## src/rtl/loteria_pkg.sv

```systemverilog
// Shared types and constants for the lottery round controller.
package loteria_pkg;

    localparam int unsigned NUM_DIGITS = 4;
    localparam logic [3:0]  DIGIT_MAX  = 4'd9;

    typedef enum logic [2:0] {
        IDLE,
        DRAW,
        ARB,
        BET,
        EVAL,
        DONE
    } state_t;

    typedef enum logic [1:0] {
        PR_NONE   = 2'b00,
        PR_FIRST  = 2'b01,
        PR_SECOND = 2'b10,
        PR_THIRD  = 2'b11
    } premio_t;

    // Element 0 is the first digit entered.
    typedef logic [NUM_DIGITS-1:0][3:0] digits_t;

    // Decimal digits only; anything above nine is discarded at every input.
    function automatic logic digit_ok(input logic [3:0] d);
        return d <= DIGIT_MAX;
    endfunction

endpackage

```

## src/rtl/loteria_if.sv

```systemverilog
// Operator/player panel and prize display signals of the lottery controller.
interface loteria_if #(
    parameter int unsigned CW = 5
);
    logic [3:0]    numero;
    logic          insere;
    logic          fim;
    logic [1:0]    req;
    logic [3:0]    dig_p1;
    logic          val_p1;
    logic [3:0]    dig_p2;
    logic          val_p2;
    logic [1:0]    gnt;
    logic [1:0]    premio;
    logic          premio_vld;
    logic [CW-1:0] p1;
    logic [CW-1:0] p2;
    logic [2:0]    jogos;
    logic          fim_jogo;

    // Panels side drives the inputs and watches the display.
    modport master (
        output numero, insere, fim, req, dig_p1, val_p1, dig_p2, val_p2,
        input  gnt, premio, premio_vld, p1, p2, jogos, fim_jogo
    );

    // Controller side.
    modport slave (
        input  numero, insere, fim, req, dig_p1, val_p1, dig_p2, val_p2,
        output gnt, premio, premio_vld, p1, p2, jogos, fim_jogo
    );
endinterface

```

## src/rtl/loteria_match.sv

```systemverilog
// Combinational bet classifier: compares a 4-digit bet with the draw position by position.
module loteria_match
    import loteria_pkg::*;
(
    input  digits_t draw,
    input  digits_t bet,
    output premio_t premio
);

    logic [NUM_DIGITS-1:0] m;
    logic [2:0]            hits;

    // Per-position match vector, hit count and prize class.
    always_comb begin
        m    = '0;
        hits = '0;
        for (int unsigned i = 0; i < NUM_DIGITS; i++) begin
            m[i] = (bet[i] == draw[i]);
            hits = hits + {2'b00, m[i]};
        end
        if (&m) begin
            premio = PR_FIRST;
        end else if ((m[0] & m[1] & m[2]) | (m[1] & m[2] & m[3])) begin
            premio = PR_SECOND;
        end else if (hits >= 3'd2) begin
            premio = PR_THIRD;
        end else begin
            premio = PR_NONE;
        end
    end

endmodule

```

## src/rtl/loteria_ctrl.sv

```systemverilog
// Lottery round sequencer: loads the draw, arbitrates the shared bet path between two
// players, classifies bets and keeps per-player prize tallies.
// Build option: LOTERIA_FIXED_PRIO_EN selects fixed priority (player1 wins ties) instead
// of round-robin arbitration.
module loteria_ctrl
    import loteria_pkg::*;
#(
    parameter int unsigned MAX_JOGOS = 5,
    parameter int unsigned CW        = 5
) (
    input  logic     clock,
    input  logic     reset,
    loteria_if.slave bus
);

    state_t        state_q, state_d;
    digits_t       draw_q, draw_d;
    digits_t       bet_q, bet_d;
    logic [1:0]    idx_q, idx_d;
    logic [1:0]    gnt_q, gnt_d;
    logic          last_q, last_d;  // 1: player2 had the last grant
    premio_t       premio_q, premio_d;
    logic          premio_vld_q, premio_vld_d;
    logic [CW-1:0] p1_q, p1_d;
    logic [CW-1:0] p2_q, p2_d;
    logic [2:0]    jogos_q, jogos_d;
    premio_t       match_res;
    logic [1:0]    pick;
    logic [3:0]    bet_dig;
    logic          bet_val;
    logic          own_req;

    loteria_match u_match (
        .draw   (draw_q),
        .bet    (bet_q),
        .premio (match_res)
    );

    // Route only the granted player's digit path and request.
    always_comb begin
        bet_dig = gnt_q[1] ? bus.dig_p2 : bus.dig_p1;
        bet_val = (gnt_q[0] & bus.val_p1) | (gnt_q[1] & bus.val_p2);
        own_req = |(bus.req & gnt_q);
    end

    // Round FSM next state and datapath updates.
    always_comb begin
        state_d      = state_q;
        draw_d       = draw_q;
        bet_d        = bet_q;
        idx_d        = idx_q;
        gnt_d        = gnt_q;
        last_d       = last_q;
        premio_d     = premio_q;
        premio_vld_d = 1'b0;
        p1_d         = p1_q;
        p2_d         = p2_q;
        jogos_d      = jogos_q;
        pick         = 2'b00;
        unique case (state_q)
            IDLE: begin
                if (bus.insere && digit_ok(bus.numero)) begin
                    draw_d[0] = bus.numero;
                    idx_d     = 2'd1;
                    state_d   = DRAW;
                end
            end
            DRAW: begin
                if (bus.insere && digit_ok(bus.numero)) begin
                    draw_d[idx_q] = bus.numero;
                    idx_d         = idx_q + 2'd1;
                    if (idx_q == 2'd3) state_d = ARB;
                end
            end
            ARB: begin
                if (jogos_q == 3'(MAX_JOGOS) || bus.fim) begin
                    state_d = DONE;
                end else if (|bus.req) begin
`ifdef LOTERIA_FIXED_PRIO_EN
                    pick = bus.req[0] ? 2'b01 : 2'b10;
`else
                    if (bus.req == 2'b11) pick = last_q ? 2'b01 : 2'b10;
                    else                  pick = bus.req;
                    last_d = pick[1];
`endif
                    gnt_d   = pick;
                    idx_d   = 2'd0;
                    state_d = BET;
                end
            end
            BET: begin
                // Aborts take precedence over a digit arriving in the same cycle.
                if (bus.fim) begin
                    gnt_d   = 2'b00;
                    state_d = DONE;
                end else if (!own_req) begin
                    gnt_d   = 2'b00;
                    state_d = ARB;
                end else if (bet_val && digit_ok(bet_dig)) begin
                    bet_d[idx_q] = bet_dig;
                    idx_d        = idx_q + 2'd1;
                    if (idx_q == 2'd3) state_d = EVAL;
                end
            end
            EVAL: begin
                premio_d     = match_res;
                premio_vld_d = 1'b1;
                if (match_res != PR_NONE) begin
                    if (gnt_q[0] && p1_q != {CW{1'b1}}) p1_d = p1_q + 1'b1;
                    if (gnt_q[1] && p2_q != {CW{1'b1}}) p2_d = p2_q + 1'b1;
                end
                jogos_d = jogos_q + 3'd1;
                gnt_d   = 2'b00;
                state_d = ARB;
            end
            DONE: begin
                if (bus.insere && digit_ok(bus.numero)) begin
                    jogos_d   = 3'd0;
                    premio_d  = PR_NONE;
                    draw_d[0] = bus.numero;
                    idx_d     = 2'd1;
                    state_d   = DRAW;
                end
            end
            default: state_d = IDLE;
        endcase
    end

    // State and datapath registers; player1 wins the first tie after reset.
    always_ff @(posedge clock or posedge reset) begin
        if (reset) begin
            state_q      <= IDLE;
            draw_q       <= '0;
            bet_q        <= '0;
            idx_q        <= 2'd0;
            gnt_q        <= 2'b00;
            last_q       <= 1'b1;
            premio_q     <= PR_NONE;
            premio_vld_q <= 1'b0;
            p1_q         <= '0;
            p2_q         <= '0;
            jogos_q      <= 3'd0;
        end else begin
            state_q      <= state_d;
            draw_q       <= draw_d;
            bet_q        <= bet_d;
            idx_q        <= idx_d;
            gnt_q        <= gnt_d;
            last_q       <= last_d;
            premio_q     <= premio_d;
            premio_vld_q <= premio_vld_d;
            p1_q         <= p1_d;
            p2_q         <= p2_d;
            jogos_q      <= jogos_d;
        end
    end

    assign bus.gnt        = gnt_q;
    assign bus.premio     = premio_q;
    assign bus.premio_vld = premio_vld_q;
    assign bus.p1         = p1_q;
    assign bus.p2         = p2_q;
    assign bus.jogos      = jogos_q;
    assign bus.fim_jogo   = (state_q == DONE);

endmodule

```

## src/flat_wrapper.sv

```systemverilog
// flat-port wrapper written by rule: the top's interface ports become plain ports
module loteria_ctrl_flat import loteria_pkg::*;
#(
    parameter int unsigned MAX_JOGOS = 5,
    parameter int unsigned CW        = 5
)
  (clock, reset, bus_numero, bus_insere, bus_fim, bus_req, bus_dig_p1, bus_val_p1, bus_dig_p2, bus_val_p2, bus_gnt, bus_premio, bus_premio_vld, bus_p1, bus_p2, bus_jogos, bus_fim_jogo);
  loteria_if #(.CW(CW)) bus_i ();
  input  logic clock;
  input  logic reset;
  input wire logic [$bits(bus_i.numero)-1:0] bus_numero;
  input wire logic [$bits(bus_i.insere)-1:0] bus_insere;
  input wire logic [$bits(bus_i.fim)-1:0] bus_fim;
  input wire logic [$bits(bus_i.req)-1:0] bus_req;
  input wire logic [$bits(bus_i.dig_p1)-1:0] bus_dig_p1;
  input wire logic [$bits(bus_i.val_p1)-1:0] bus_val_p1;
  input wire logic [$bits(bus_i.dig_p2)-1:0] bus_dig_p2;
  input wire logic [$bits(bus_i.val_p2)-1:0] bus_val_p2;
  output wire logic [$bits(bus_i.gnt)-1:0] bus_gnt;
  output wire logic [$bits(bus_i.premio)-1:0] bus_premio;
  output wire logic [$bits(bus_i.premio_vld)-1:0] bus_premio_vld;
  output wire logic [$bits(bus_i.p1)-1:0] bus_p1;
  output wire logic [$bits(bus_i.p2)-1:0] bus_p2;
  output wire logic [$bits(bus_i.jogos)-1:0] bus_jogos;
  output wire logic [$bits(bus_i.fim_jogo)-1:0] bus_fim_jogo;
  assign bus_i.numero = bus_numero;
  assign bus_i.insere = bus_insere;
  assign bus_i.fim = bus_fim;
  assign bus_i.req = bus_req;
  assign bus_i.dig_p1 = bus_dig_p1;
  assign bus_i.val_p1 = bus_val_p1;
  assign bus_i.dig_p2 = bus_dig_p2;
  assign bus_i.val_p2 = bus_val_p2;
  assign bus_gnt = bus_i.gnt;
  assign bus_premio = bus_i.premio;
  assign bus_premio_vld = bus_i.premio_vld;
  assign bus_p1 = bus_i.p1;
  assign bus_p2 = bus_i.p2;
  assign bus_jogos = bus_i.jogos;
  assign bus_fim_jogo = bus_i.fim_jogo;
  loteria_ctrl #(.MAX_JOGOS(MAX_JOGOS), .CW(CW)) u_core (.clock(clock), .reset(reset), .bus(bus_i));
endmodule
```

## config.mk

```make
export PLATFORM = sky130hd
export DESIGN_NAME = loteria_ctrl_flat
export DESIGN_NICKNAME = d
export VERILOG_FILES = /design/src/rtl/loteria_pkg.sv /design/src/rtl/loteria_if.sv /design/src/rtl/loteria_match.sv /design/src/rtl/loteria_ctrl.sv /design/src/flat_wrapper.sv
export SDC_FILE = /design/constraint.sdc
export NUM_CORES = 1
export LEC_CHECK = 0
export ABC_AREA = 0
export CAP_MARGIN = 25
export CELL_PAD_IN_SITES_DETAIL_PLACEMENT = 1
export CELL_PAD_IN_SITES_GLOBAL_PLACEMENT = 2
export CORE_MARGIN = 3
export CORE_UTILIZATION = 40
export CTS_CLUSTER_SIZE = 8
export DETAILED_ROUTE_END_ITERATION = 6
export HOLD_SLACK_MARGIN = 0.12
export PLACE_DENSITY = 0.87
export SLEW_MARGIN = 30
export SYNTH_ARGS = -nofsm -noshare
export SYNTH_HDL_FRONTEND = slang
export SYNTH_SLANG_ARGS = --single-unit
```

## constraint.sdc

```tcl
create_clock -name clock -period 5 [get_ports clock]
set_clock_uncertainty 0.05 [all_clocks]
set_input_delay 0.75 -clock clock [delete_from_list [all_inputs] [get_ports clock]]
set_output_delay 0.75 -clock clock [all_outputs]
set_load 0.05 [all_outputs]
```

==> impl_metrics.toml, run 1 <==
[run_status]
status = "completed"

[final_layout]
num_antenna_cells = 0
drive_gt1_share_pct = 21.3
fillers = 808
post-route-cell-area_um2 = 3610
layout.nets = 327
multi_input_area_um2 = 1570
synthToLayoutAreaGrowth_pct = 19.0
final_util_pct = 49.6
seq_area_um2 = 1400

[sta]
maxSlewHeadroom_pct = 47.5
fin_crit_ns = 3.14
worst_pin_slew_ns = 0.780
setup_viol = 0
rsz0062_at_grt = "false"
min_period_over_period_pct = 62.8
final-max-slew-violation-count = 0
finalSetupTns_ns = 0
final-hold-violation-count = 0
max_freq_ghz = 0.319

[detailed_routing]
vias = 2105
initialDrtViolationCount = 53
drc = 0
dr_wl_met2_um = 3490
m1WireLength_um = 3330
postRouteAntennaNets = 0
wl_met3_um = 188
routed_via_density = 5.33
finalWirelength_um = 7070
top_layer_used = "met4"
wl_per_cell_um = 17.9
first_pass_iters = 4

[floorplan]
rows = 31
io_pins = 39
coreArea_um2 = 7290
die_y_um = 93.1
start_util_pct = 41.6
die_area_um2 = 8670
die_w_um = 93.1

[flow_run]
drv_cap = 0

[global_routing]
grt_pass1_wl_um = 11800
grt-ovfl-total = 0
grt_use_total_pct = 17.5
grt_pass1_vias = 2218
antenna_found_initial = 0
grt_max_degree = 35

[synthesis]
synthCells = 254
synth-seq-cells = 56
synth.most_common_cell = "dfrtp_1"
syn_area_per_cell_um2 = 12.0
synth_top_area_share_pct = 45.3
synthArstFlopShare_pct = 100
synth.distinct_cells = 47
synth_top_cell_by_area = "dfrtp_1"
synthFlopType = "dfrtp_1"
yosys_warnings = 0
ys_top_cells_by_area = "dfrtp_1 45%, mux2_2 15%, xor2_1 4.6%"
synth_common_cells = "55 x dfrtp_1, 40 x mux2_2, 21 x nand2_1"
synth_edf_count = 0
syn_nets = 286
yosysSeqAreaShare_pct = 46.2
syn_area_um2 = 3040

[clocking]
cts_root_buf = "clkbuf_8"
cts_resized = 0
htree_num_levels = 2
clockBufferDepth = 2
cts_setup_buffers = 0
ctsHoldBuffers = 0
clk_pin_slew_ns = 0.11
cts_tree = "built"
clock_latency_ns = 0.31
clock_sinks = 56
cts_made_buffers = 5

[power]
p_int_mw = 1.16
cellLeakagePower_nw = 1.76
p_sw_uw = 856
switching_share_pct = 42.4
clkPwrFrac_pct = 12.8
power_density_nw_per_um2 = 558
sequentialPowerShare_pct = 37.4
comb_power_share_pct = 49.8
ir_drop_mv = 0.239

[setup_path]
r2r-start = "u_core.draw_q[5]"
path_cells = "nor2b_1 -> nand2_1 -> inv_1 -> clkdlybuf4s50_1"
worst-endpoint-required_ns = 4.20
crit_fanout = 12
worstSetupPathType = "flop to primary output"
worst_path_largest_cell_delay_ns = 0.79
crit_start = "u_core.state_q[2]"
crit_slowest_cell = "clkdlybuf4s50_1"
cp-end-kind = "primary output"
critPathArrivalTime_ns = 2.34
start_kind = "flop"

[place]
place_congestion = 0.765
dp_hpwl_um = 5430
placed_area_um2 = 3520
port_buffers = 38

[min_path]
min_path_type = "flop to flop"
min_from = "u_core.bus.p1[3]"
## registers in the layout, indices dropped and copies added (netlist names), 2 cells and up
signal,count
u_core.bus.p2,5
u_core.bus.jogos,3
u_core.draw_q,16
u_core.idx_q,2
u_core.state_q,3
u_core.bus.gnt,2
u_core.bus.p1,5
u_core.bus.premio,2
u_core.bet_q,16
## cells by family (layout without fill, tap and decap cells)
family                     Yosys count  after routing  share of synthesized area, %
AOI/OAI and AO/OA                   37             37                          9.60
muxes                               47             47                          17.8
DFF                                 56             56                          46.2
xor gates and xnor gates            22             22                          6.35
adders and majority gates           12             12                          5.19
and+or+nand+nor                     65             65                          12.8
buffers and inverters               15             57                          2.06
## layout make-up
type,instances,area share (%)
Tap cell,99,3.43
Sequential cell,56,38.8
Inverter,10,1.04
Clock buffer,5,1.90
Multi-Input combinational cell,183,43.5
Clock inverter,3,0.589
Timing Repair Buffer,39,10.7
## power groups by stage
stage,Sequential (mW),Clock [mW],Combinational [mW]
floorplan,0.827,0,0.672
global placement,0.756,0,0.994
detailed placement,0.763,0,1.01
CTS,0.754,0.263,1.02
global route,0.780,0.282,1.10
finish,0.754,0.258,1.01
## final timing paths
check	to	slack [ns]	depth (start not counted)
max in group asynchronous	u_core.draw_q[15]	3.31	3
min reg2reg	u_core.bus.p1[3]	0.46	1
min	u_core.bus.p1[3]	0.46	1
max	bus_fim_jogo	1.86	4
max reg2reg	u_core.bus.p2[4]	2.11	6
min in group asynchronous	u_core.bus.p2[2]	0.73	2
## worst max-delay path: cells and delay by family (launching register included)
kind,cells,cell delay [ns]
buf+inv,2,0.87
simple gates,2,0.60
flops,1,0.56
## routing by layer
layer  vias up  track usage (%)
met4         0             3.66
met5         -                0
met1      1076             24.1
met2        29             29.4
li1        996                -
met3         4             2.57
## metrics by stage
stage          hold WS [ns]  power (mW)  worst slack, ns  instances
4_1_cts               0.461        2.04             1.84        395
5_1_grt               0.488        2.16             1.73        395
2_1_floorplan         0.449        1.50             2.41        254
3_3_place_gp          0.434        1.75             2.15        387
3_5_place_dp          0.444        1.77             2.13        387
6_report              0.461        2.02             1.86        395
## layout by cell type (no fill, tap or decap), types with 4 or more instances in the layout
master / synthesis / routed
nand3_1: 6 / 6
mux2_4: 4 / 4
nand4b_1: 4 / 4
nor2_1: 7 / 7
mux2_2: 40 / 40
inv_1: 10 / 9
a21oi_1: 5 / 5
xor2_1: 16 / 16
dfrtp_1: 55 / 55
nand2_1: 21 / 21
clkdlybuf4s50_1: 0 / 38
xnor2_1: 6 / 6
and3_1: 7 / 7
ha_1: 11 / 11
o21ai_0: 8 / 8
clkbuf_8: 0 / 5
No activity file was read; power rests on OpenSTA's default activity.
==> run 2: changes to the inputs <==
CORE_UTILIZATION = 33   (was 40)
PLACE_DENSITY = 0.77   (was 0.87)
clock period = 2.7 ns   (was 5 ns; I/O delays follow)
==> run 2 against run 1 <==
Power is 90% higher. Largest cell class unchanged. Global-route usage is 2.4 points lower. Critical path type is now flop to flop. Die area is 20% higher. Worst setup slack worse by 1.7 ns. Highest routed layer unchanged. Routed wire length is 3.0% higher.
==> impl_metrics.toml, run 2 (synthesis gave the netlist of run 1 again) <==
[power]
ir_drop_mv = 0.351
cellLeakagePower_nw = 1.82
power_density_nw_per_um2 = 1030

[setup_path]
worstSetupPathType = "flop to flop"
worst-endpoint-required_ns = 2.86
critPathArrivalTime_ns = 2.74
worst_path_largest_cell_delay_ns = 0.50
crit_fanout = 7
crit_slowest_cell = "fa_1"
cp-end-kind = "flop"
start_kind = "flop"
worst-path-buf-inv = 0
cp_top_family = "simple AND/OR/NAND/NOR gates"
path_cells = "xor2_1 -> nor4_4 -> fa_1 -> a2111oi_4 -> nand3b_4 -> mux2_4"

[sta]
finalWorstSetupSlack_ns = 0.123
min_period_over_period_pct = 95.4
worst_pin_slew_ns = 0.534
rsz0062_at_grt = "true"
finalSetupTns_ns = 0
maxSlewHeadroom_pct = 64.3
fin_crit_ns = 2.58
max_freq_ghz = 0.388
setup_viol = 0
final-max-slew-violation-count = 0
final-hold-violation-count = 0

[detailed_routing]
wl_per_cell_um = 17.6
finalWirelength_um = 7280
initialDrtViolationCount = 44
routed_via_density = 5.03
postRouteAntennaNets = 0
first_pass_iters = 4
drc = 0
vias = 2081

[floorplan]
io_pins = 39
die_area_um2 = 10400
rows = 34
start_util_pct = 34.3
die_w_um = 102
coreArea_um2 = 8850
die_y_um = 102

[final_layout]
layout.nets = 337
num_antenna_cells = 0
fillers = 971
drive_gt1_share_pct = 24.5
synthToLayoutAreaGrowth_pct = 22.8
post-route-cell-area_um2 = 3730
final_util_pct = 42.2
reg.largest.list = "u_core.bet_q x16, u_core.draw_q x16"
layout_commonest_cell = "dfrtp_1"
final_cell_mix = "55 x dfrtp_1, 40 x mux2_2, 37 x clkdlybuf4s50_1, 21 x nand2_1, 16 x xor2_1"

[global_routing]
grt_pass1_wl_um = 12100
grt_use_total_pct = 15.1
antenna_found_initial = 0
grt_pass1_vias = 2296
grt-ovfl-total = 0
grt_max_degree = 37

[place]
port_buffers = 38
place_ws_ns = -0.0935
placed_area_um2 = 3620
place_congestion = 0.771
dp_hpwl_um = 5620

[min_path]
min_path_type = "input pin to asynchronous set/reset pin"

[clocking]
cts_made_buffers = 5
clk_pin_slew_ns = 0.12
clock_sinks = 56
cts_tree = "built"
htree_num_levels = 2
cts_root_buf = "clkbuf_8"
clock_latency_ns = 0.32
clockBufferDepth = 2
cts_setup_buffers = 0

[flow_run]
drv_cap = 0

[run_status]
status = "completed"
-- run 2: what timing repair did --
item	in CTS	in global routing
endpoints found under the hold margin	0	0
resized for setup	1	1
endpoints found under the setup margin	4	4
hold buffers	0	0
-- run 2: final timing paths --
kind	slack (ns)	endpoint	startpoint	depth (start not counted)
max in group asynchronous	1.65	u_core.draw_q[10]	reset	3
hold reg to reg	0.46	u_core.bus.premio[1]	u_core.bus.premio[1]	1
hold / removal	0.37	u_core.bus.p1[1]	reset	2
setup reg to reg	0.12	u_core.bus.p2[1]	u_core.bet_q[1]	6
min in group clock	0.46	u_core.bus.premio[1]	u_core.bus.premio[1]	1
setup / recovery	0.12	u_core.bus.p2[1]	u_core.bet_q[1]	6
-- run 2: area by class of cell --
class | count | area [um^2] | share of cell area [%]
clock buffer | 5 | 68.8 | 1.85
clock inverter | 3 | 26.3 | 0.704
inverter | 10 | 37.5 | 1.01
multi-input combinational | 183 | 1590 | 42.5
sequential | 56 | 1400 | 37.6
tap | 108 | 135 | 3.62
timing repair buffer | 49 | 473 | 12.7
-- run 2: through the flow --
| stage | hold slack (ns) | power (mW) | std cells |
|---|---|---|---|
| 3_3_place_gp | 0.432 | 3.30 | 406 |
| 2_1_floorplan | 0.418 | 2.78 | 254 |
| 6_report | 0.375 | 3.83 | 414 |
| 3_5_place_dp | 0.442 | 3.35 | 406 |
| 5_1_grt | 0.398 | 4.13 | 414 |
| 4_1_cts | 0.384 | 3.87 | 414 |
-- run 2: where the power goes --
| part | leakage, nW | switching (mW) | internal, mW |
|---|---|---|---|
| Sequential | 0.731 | 0.267 | 1.10 |
| Combinational | 1.04 | 1.04 | 0.926 |
| Clock | 0.0423 | 0.303 | 0.190 |
-- run 2: routing by layer --
layer  vias up  track usage, %  routed length [um]
li1       1011               -                   -
met3         6            2.53                 160
met4         0            3.63                  73
met1      1049            20.1                3390
met5         -               0                   0
met2        15            25.8                3650
